$ cat src/rtl/ov7670_sccb_responder.sv
// SCCB slave emulating the OV7670 register interface: 256x8 register file,
// auto-incrementing pointer, optional ACK drive (OV7670_SCCB_ACK_EN).
module ov7670_sccb_responder #(
  parameter logic [6:0] DEV_ADDR = 7'h21
) (
  input  logic       clk,
  input  logic       rst,
  input  logic       sioc,
  input  logic       siod_i,
  output logic       siod_oe,
  output logic       wr_strobe,
  output logic [7:0] wr_addr,
  output logic [7:0] wr_data,
  output logic       soft_rst
);

`ifdef OV7670_SCCB_ACK_EN
  localparam bit ACK_EN = 1'b1;
`else
  localparam bit ACK_EN = 1'b0;
`endif

  localparam int unsigned REGS = 256;

  typedef enum logic [3:0] {
    IDLE, ID, ID_ACK, SUB, SUB_ACK, WDATA, WDATA_ACK, RDATA, RD_ACK, IGNORE
  } state_t;

  logic [2:0] sioc_sync_q, siod_sync_q;
  logic [7:0] regfile_q [REGS];

  state_t     state_q, state_d;
  logic [2:0] cnt_q, cnt_d;
  logic [7:0] sh_q, sh_d;
  logic [7:0] ptr_q, ptr_d;
  logic       oe_q, oe_d;
  logic       strobe_q, strobe_d;
  logic       soft_q, soft_d;
  logic [7:0] addr_q, addr_d;
  logic [7:0] data_q, data_d;

  logic       sioc_s, sioc_p, siod_s, siod_p;
  logic       rise_c, fall_c, start_c, stop_c;
  logic [7:0] byte_c, rd_byte_c;
  logic       we_c, id_match_c;

  // Two sync flops plus a history flop per line for edge detection
  always_ff @(posedge clk) begin
    if (rst) begin
      sioc_sync_q <= 3'b111;
      siod_sync_q <= 3'b111;
    end else begin
      sioc_sync_q <= {sioc_sync_q[1:0], sioc};
      siod_sync_q <= {siod_sync_q[1:0], siod_i};
    end
  end

  assign sioc_s  = sioc_sync_q[1];
  assign sioc_p  = sioc_sync_q[2];
  assign siod_s  = siod_sync_q[1];
  assign siod_p  = siod_sync_q[2];
  assign rise_c  = sioc_s & ~sioc_p;
  assign fall_c  = ~sioc_s & sioc_p;
  assign start_c = sioc_s & sioc_p & siod_p & ~siod_s;
  assign stop_c  = sioc_s & sioc_p & ~siod_p & siod_s;

  assign byte_c     = {sh_q[6:0], siod_s};
  assign rd_byte_c  = regfile_q[ptr_q];
  assign id_match_c = (sh_q[7:1] == DEV_ADDR);

  // Bus decode: bits sampled on SIOC rise, SIOD drive changes after SIOC fall
  always_comb begin
    state_d  = state_q;
    cnt_d    = cnt_q;
    sh_d     = sh_q;
    ptr_d    = ptr_q;
    oe_d     = oe_q;
    strobe_d = 1'b0;
    soft_d   = 1'b0;
    addr_d   = addr_q;
    data_d   = data_q;
    we_c     = 1'b0;
    if (stop_c) begin
      state_d = IDLE;
      oe_d    = 1'b0;
      cnt_d   = 3'd0;
    end else if (start_c) begin
      state_d = ID;
      oe_d    = 1'b0;
      cnt_d   = 3'd0;
    end else begin
      unique case (state_q)
        IDLE: ;
        ID, SUB, WDATA: begin
          if (fall_c) oe_d = 1'b0;
          if (rise_c) begin
            sh_d  = byte_c;
            cnt_d = cnt_q + 3'd1;
            if (cnt_q == 3'd7) begin
              if (state_q == ID) begin
                state_d = ID_ACK;
              end else if (state_q == SUB) begin
                ptr_d   = byte_c;
                state_d = SUB_ACK;
              end else begin
                we_c     = 1'b1;
                strobe_d = 1'b1;
                addr_d   = ptr_q;
                data_d   = byte_c;
                soft_d   = (ptr_q == 8'h12) && byte_c[7];
                ptr_d    = ptr_q + 8'd1;
                state_d  = WDATA_ACK;
              end
            end
          end
        end
        ID_ACK: begin
          if (fall_c) oe_d = ACK_EN && id_match_c;
          if (rise_c) begin
            cnt_d   = 3'd0;
            state_d = !id_match_c ? IGNORE : (sh_q[0] ? RDATA : SUB);
          end
        end
        SUB_ACK, WDATA_ACK: begin
          if (fall_c) oe_d = ACK_EN;
          if (rise_c) begin
            cnt_d   = 3'd0;
            state_d = WDATA;
          end
        end
        RDATA: begin
          if (fall_c) oe_d = ~rd_byte_c[~cnt_q];
          if (rise_c) begin
            cnt_d = cnt_q + 3'd1;
            if (cnt_q == 3'd7) begin
              ptr_d   = ptr_q + 8'd1;
              state_d = RD_ACK;
            end
          end
        end
        RD_ACK: begin
          if (fall_c) oe_d = 1'b0;
          if (rise_c) begin
            cnt_d   = 3'd0;
            state_d = siod_s ? IGNORE : RDATA;
          end
        end
        IGNORE: oe_d = 1'b0;
        default: begin
          state_d = IDLE;
          oe_d    = 1'b0;
        end
      endcase
    end
  end

  always_ff @(posedge clk) begin
    if (rst) begin
      state_q  <= IDLE;
      cnt_q    <= 3'd0;
      sh_q     <= 8'h00;
      ptr_q    <= 8'h00;
      oe_q     <= 1'b0;
      strobe_q <= 1'b0;
      soft_q   <= 1'b0;
      addr_q   <= 8'h00;
      data_q   <= 8'h00;
    end else begin
      state_q  <= state_d;
      cnt_q    <= cnt_d;
      sh_q     <= sh_d;
      ptr_q    <= ptr_d;
      oe_q     <= oe_d;
      strobe_q <= strobe_d;
      soft_q   <= soft_d;
      addr_q   <= addr_d;
      data_q   <= data_d;
    end
  end

  always_ff @(posedge clk) begin
    if (rst) begin
      for (int i = 0; i < REGS; i++) regfile_q[i] <= 8'h00;
    end else if (we_c) begin
      regfile_q[ptr_q] <= byte_c;
    end
  end

  assign siod_oe   = oe_q;
  assign wr_strobe = strobe_q;
  assign wr_addr   = addr_q;
  assign wr_data   = data_q;
  assign soft_rst  = soft_q;

endmodule
$ cat config.mk
export PLATFORM = sky130hd
export DESIGN_NAME = ov7670_sccb_responder
export DESIGN_NICKNAME = d
export VERILOG_FILES = /design/src/rtl/ov7670_sccb_responder.sv
export SDC_FILE = /design/constraint.sdc
export NUM_CORES = 2
export LEC_CHECK = 0
export CAP_MARGIN = 10
export CORE_UTILIZATION = 65
export DETAILED_ROUTE_END_ITERATION = 8
export PLACE_DENSITY_LB_ADDON = 0.3
export SLEW_MARGIN = 20
export SYNTH_ARGS = -nofsm -noshare
export SYNTH_HDL_FRONTEND = slang
export SYNTH_SLANG_ARGS = --single-unit
$ cat constraint.sdc
create_clock -name clk -period 4.2 [get_ports clk]
set_clock_uncertainty 0.1 [all_clocks]
set_input_delay 0.42 -clock clk [delete_from_list [all_inputs] [get_ports clk]]
set_output_delay 0.42 -clock clk [all_outputs]
set_load 0.05 [all_outputs]
* Word-level counts from Yosys, hierarchy flattened
Memories as Yosys holds them, arrays and structs flattened. A register that Yosys moved wholly into a read port is not among the register bits.
Index checks and enable logic that the tools add are counted.
** Operators by class
- $add $sub $neg :: 2
- Magnitude comparators :: 1
- Eq/ne operators :: 32
- Mux-type cells :: 46
- Bitwise gates (word level) :: 22
- Reductions and logical operators :: 21
** Operator list (count)
- two-way mux 8 bit :: 10
- two-way mux 4 bit :: 9
- one-hot mux 4 bit (6 select lines) :: 1
- AND reduction 8 bit :: 3
- inequality test 3 bit, second input constant :: 7
- inequality test 2 bit, second input constant :: 9
- two-way mux 1 bit :: 17
- equality test 4 x 3 -> 1 bit, second input constant :: 4
- one-hot mux 8 bit (2 select lines) :: 1
- OR reduction 8 bit :: 2
- NOT 1 bit :: 14
- two-way mux 3 bit :: 4
- adder 8 x 1 -> 8 bit, second input constant :: 1
- equality test 4 x 2 -> 1 bit, second input constant :: 2
- equality test 4 bit, second input constant :: 2
- equality test 8 x 5 -> 1 bit, second input constant :: 1
- inequality test 2 x 1 -> 1 bit, second input constant :: 4
- OR reduction 4 bit :: 2
- bitwise AND 1 bit :: 7
- equality test 7 x 6 -> 1 bit, second input constant :: 1
- AND reduction 7 bit :: 1
- OR reduction 7 bit :: 1
- one-hot mux 3 bit (2 select lines) :: 1
- AND reduction 3 bit :: 2
- other kinds (14) :: 18
** Storage, ports and cells
- Bits in registers :: 48
- RAM bits :: 2048
- Output and inout bits :: 19
- Logic and storage cells :: 137
- Memories :: 1
** Memories
- regfile_q :: words 256, width 8, read ports 1, clocked after memory_dff 1, wr ports 256, line 30 : logic [7:0] regfile_q [REGS];

* Longest topological paths before layout
- Word-level depth :: 13
- Gate-level depth with buffers :: 15
- Gate-level depth less buffers :: 9

* Worst setup path after synthesis
No wires, ideal clock.
- Path type :: register -> register
- Start point :: reg state_q[3]
- End point :: mem regfile_q[161][0], enable pin
- Library setup time :: 0.326 ns
- Data arrival time :: 2.308 ns
- Path slack :: 1.466 ns
- Cell stages (with the launch flop) :: 12
- Path buffers :: 3
- Period minus slack after synthesis :: 2.734 ns
- Cell sequence :: dfxtp_1 > clkbuf_1 > inv_1 > nand2_4 > nor2_4 > nand3_2 > nor2_2 > nand2_1 > nor3_2 > buf_2 > buf_2 > a21o_1
** RTL lines
- from (decl) :: line 32 : state_t state_q, state_d;
- from (signal assigned) :: line 169 : state_q <= state_d;
- to (decl) :: line 30

==> qor.yml <==
setup_path:
  slowest_stage: "a2111oi_0"
  cp_common_cell: "buf_12"
  max_stage_delay_ns: 0.96
  crit_chain: "buf_12 > buf_12 > mux4_2 > a21oi_1 > a2111oi_0 > nor3_1 > nand4b_1 > o2111ai_1 > a41o_1 > o211a_1"
  crit_type: "reg2reg"
  crit_required_ns: 4.85
  critPathMaxFanout: 69
  worstSetupEndpointType: "register"
  arrival_ns: 4.83
  cp-start-kind: "register"
route:
  wirelength_mm: 298
  post_drt_wl_per_cell_um: 34.3
  drt_iter0_markers: 11600
  post_drt_via_cell_ratio: 7.52
  drc: 0
  wl_met3_mm: 45.1
  antenna_left: 0
  vias: 65400
  route.met2.wl_mm: 133
  firstDrtPassIters: 8
  top_layer_used: "met5"
  wl_met1_mm: 102
yosys:
  ys_async_sr_fraction: 0
  netlist.area_leader.share: 0.618
  ys_seq_area_frac: 0.629
  synth.net_count: 6927
  synthTopCellsByArea: "edfxtp_1 (62%), and3_1 (13%), mux4_2 (8.6%)"
  synth.distinct_cells: 91
  synth_edf_count: 2048
  synth_top_area_cell: "edfxtp_1"
  syn_area_mm2: 0.0996
  post_synth.cell_area_avg_um2: 14.4
  synthCells: 6917
  synth_seq_cells: 2104
  ys.flop_type: "edfxtp_1"
  yosysWarnings: 0
final_layout:
  fin_util: 0.708
  final_layout_size_suffix_gt1_frac: 0.156
  fin_nets: 6498
  fin_area_mm2: 0.108
  area_delta_synth_final_pct: 8.07
sta:
  maxSlewHeadroom: 0.190
  slew_violations: 0
  tns_ns: 0
  worst_pin_slew_ns: 1.21
  rsz0062_at_grt: "false"
  min_period_over_period: 0.997
  post-route-min-period_ns: 4.19
  hold_violations: 0
  setup_ws_ns: 0.0137
  setup_viol: 0
  fmax_ghz: 0.239
clock_tree:
  cts_resized: 0
  cts_tree: "yes"
  cts_setup_buffers: 0
  h-tree-depth: 4
  cts_hold_buf: 1
  numCtsBuffers: 206
  clock_latency_ns: 0.87
  cts-root-buf: "clkbuf_16"
  clkTransAtPathRegs_ns: 0.06
  cts_sinks: 2104
  clk_path_buf_depth: 3
place:
  dp_hpwl_mm: 178
  io_buffers: 22
  placed_area_mm2: 0.101
  dp_slack_ns: 0.361
  place_congestion: 1.02
worst_hold_path:
  holdCritPathClass: "in2reg"
floorplan:
  fp.dieH_um: 393
  fp-row-count: 143
  io_pins: 23
  fp.dieW_um: 393
  dieArea_mm2: 0.155
  core_mm2: 0.152
  start_util: 0.655
pwr:
  vdd_drop_max_mv: 0.442
  p_leak_uw: 0.0452
  power_density_mw_per_mm2: 398
global_route:
  grt_max_degree: 215
  grt_pass1_vias: 60900
  grt_pass1_wl_mm: 428
  grt.total_usage: 0.379
  antenna_found_initial: 18
  grt_overflow: 0
flow_run:
  cap_viol_max_count: 0
status:
  run_status: "complete, no violations"
-- synthesized netlist by cell type (all sizes together) (6+ instances only) --
library cell  instances
nand3                40
a2111oi              12
clkbuf              767
or2                  10
a221oi               10
nor3                 45
nand2b               15
nor4                 20
and3               2055
mux2                  7
dfxtp                56
a22oi                42
edfxtp             2048
o2111ai               7
nor2b                11
a311oi                9
ha                    6
nand2               183
a21o                257
o211ai                8
mux4                438
mux2i               211
a31oi                10
a21oi                82
o22ai                74
a211oi               25
nor2                 84
inv                  15
buf                 196
nand4                16
and2                 11
o221ai               48
o21ai                32
-- final timing paths --
check	slack (ns)	from	endpoint	depth (start not counted)
min	0.04	siod_i	siod_sync_q[0]	2
max reg2reg	0.01	register	siod_oe	10
max	0.01	register	siod_oe	10
min reg2reg	0.31	siod_sync_q[0]	siod_sync_q[1]	1
-- cells in the final DEF, fill, tap and decap left out, types with 29 or more instances in the layout --
| master | instances |
|---|---|
| a21o_1 | 257 |
| a21oi_1 | 82 |
| a22oi_1 | 41 |
| and3_1 | 2055 |
| buf_12 | 80 |
| buf_4 | 222 |
| clkbuf_1 | 39 |
| clkbuf_16 | 208 |
| clkinv_1 | 73 |
| clkinv_2 | 29 |
| dfxtp_1 | 43 |
| edfxtp_1 | 2048 |
| mux2i_1 | 211 |
| mux4_1 | 58 |
| mux4_2 | 380 |
| nand2_1 | 180 |
| nand3_1 | 39 |
| nor2_1 | 61 |
| nor3_1 | 34 |
| o221ai_1 | 47 |
| o22ai_1 | 74 |
-- metrics by stage --
| stage | total power (µW) | std cells | hold slack [ns] |
|---|---|---|---|
| after floorplan | 24900 | 6917 | 0.289 |
| after global placement | 25300 | 8308 | 0.298 |
| after detailed placement | 25400 | 8308 | 0.293 |
| after CTS | 42800 | 8688 | 0.00672 |
| after global routing | 43700 | 8689 | 0.0621 |
| final | 42900 | 8696 | 0.0446 |
-- cell type report --
| cell class | instances | area, µm² |
|---|---|---|
| antenna | 7 | 17.5 |
| clock buffer | 247 | 5350 |
| clock inverter | 132 | 1050 |
| fill | 9277 | 44300 |
| inverter | 16 | 62.6 |
| multi-input combinational | 3834 | 32400 |
| sequential | 2104 | 62700 |
| tap | 2030 | 2540 |
| timing repair buffer | 326 | 3530 |
-- registers in the layout (all words and copies together), names as in the netlist, named ones only --
name         count
sioc_sync_q      3
sh_q             8
wr_strobe        1
siod_sync_q      3
regfile_q     2048
wr_data          8
wr_addr          8
cnt_q            3
ptr_q            8
siod_oe          1
state_q          4
soft_rst         1
-- worst max-delay path, delay by kind of cell, from the launching register on --
kind            cells  cell delay (ns)
flops               1             0.76
mux                 1             0.27
compound gates      5             1.58
simple gates        2             0.47
buf+inv             2             0.74
-- where the power goes --
| part | leakage (µW) | switching, µW | internal (µW) |
|---|---|---|---|
| registers | 0.0216 | 209 | 23600 |
| logic | 0.0204 | 824 | 330 |
| clock network | 0.00311 | 8120 | 9760 |
| total | 0.0452 | 9150 | 33700 |
-- cell families after synthesis --
kind of cell / Yosys count / synth area share
muxes: 656 / 0.123
adders and majority gates: 7 / 0.000855
buffers and inverters: 979 / 0.0481
and+or+nand+nor: 2511 / 0.151
DFF: 2104 / 0.629
AOI/OAI and AO/OA: 658 / 0.0474
xor gates and xnor gates: 2 / 0.000176
-- routing by layer --
layer / track usage / vias to the layer above
met1: 0.525 / 32400
met2: 0.552 / 5839
met5: 0.00154 / -
met4: 0.191 / 20
li1: - / 26200
met3: 0.109 / 987
No activity file was read; power rests on OpenSTA's default activity.
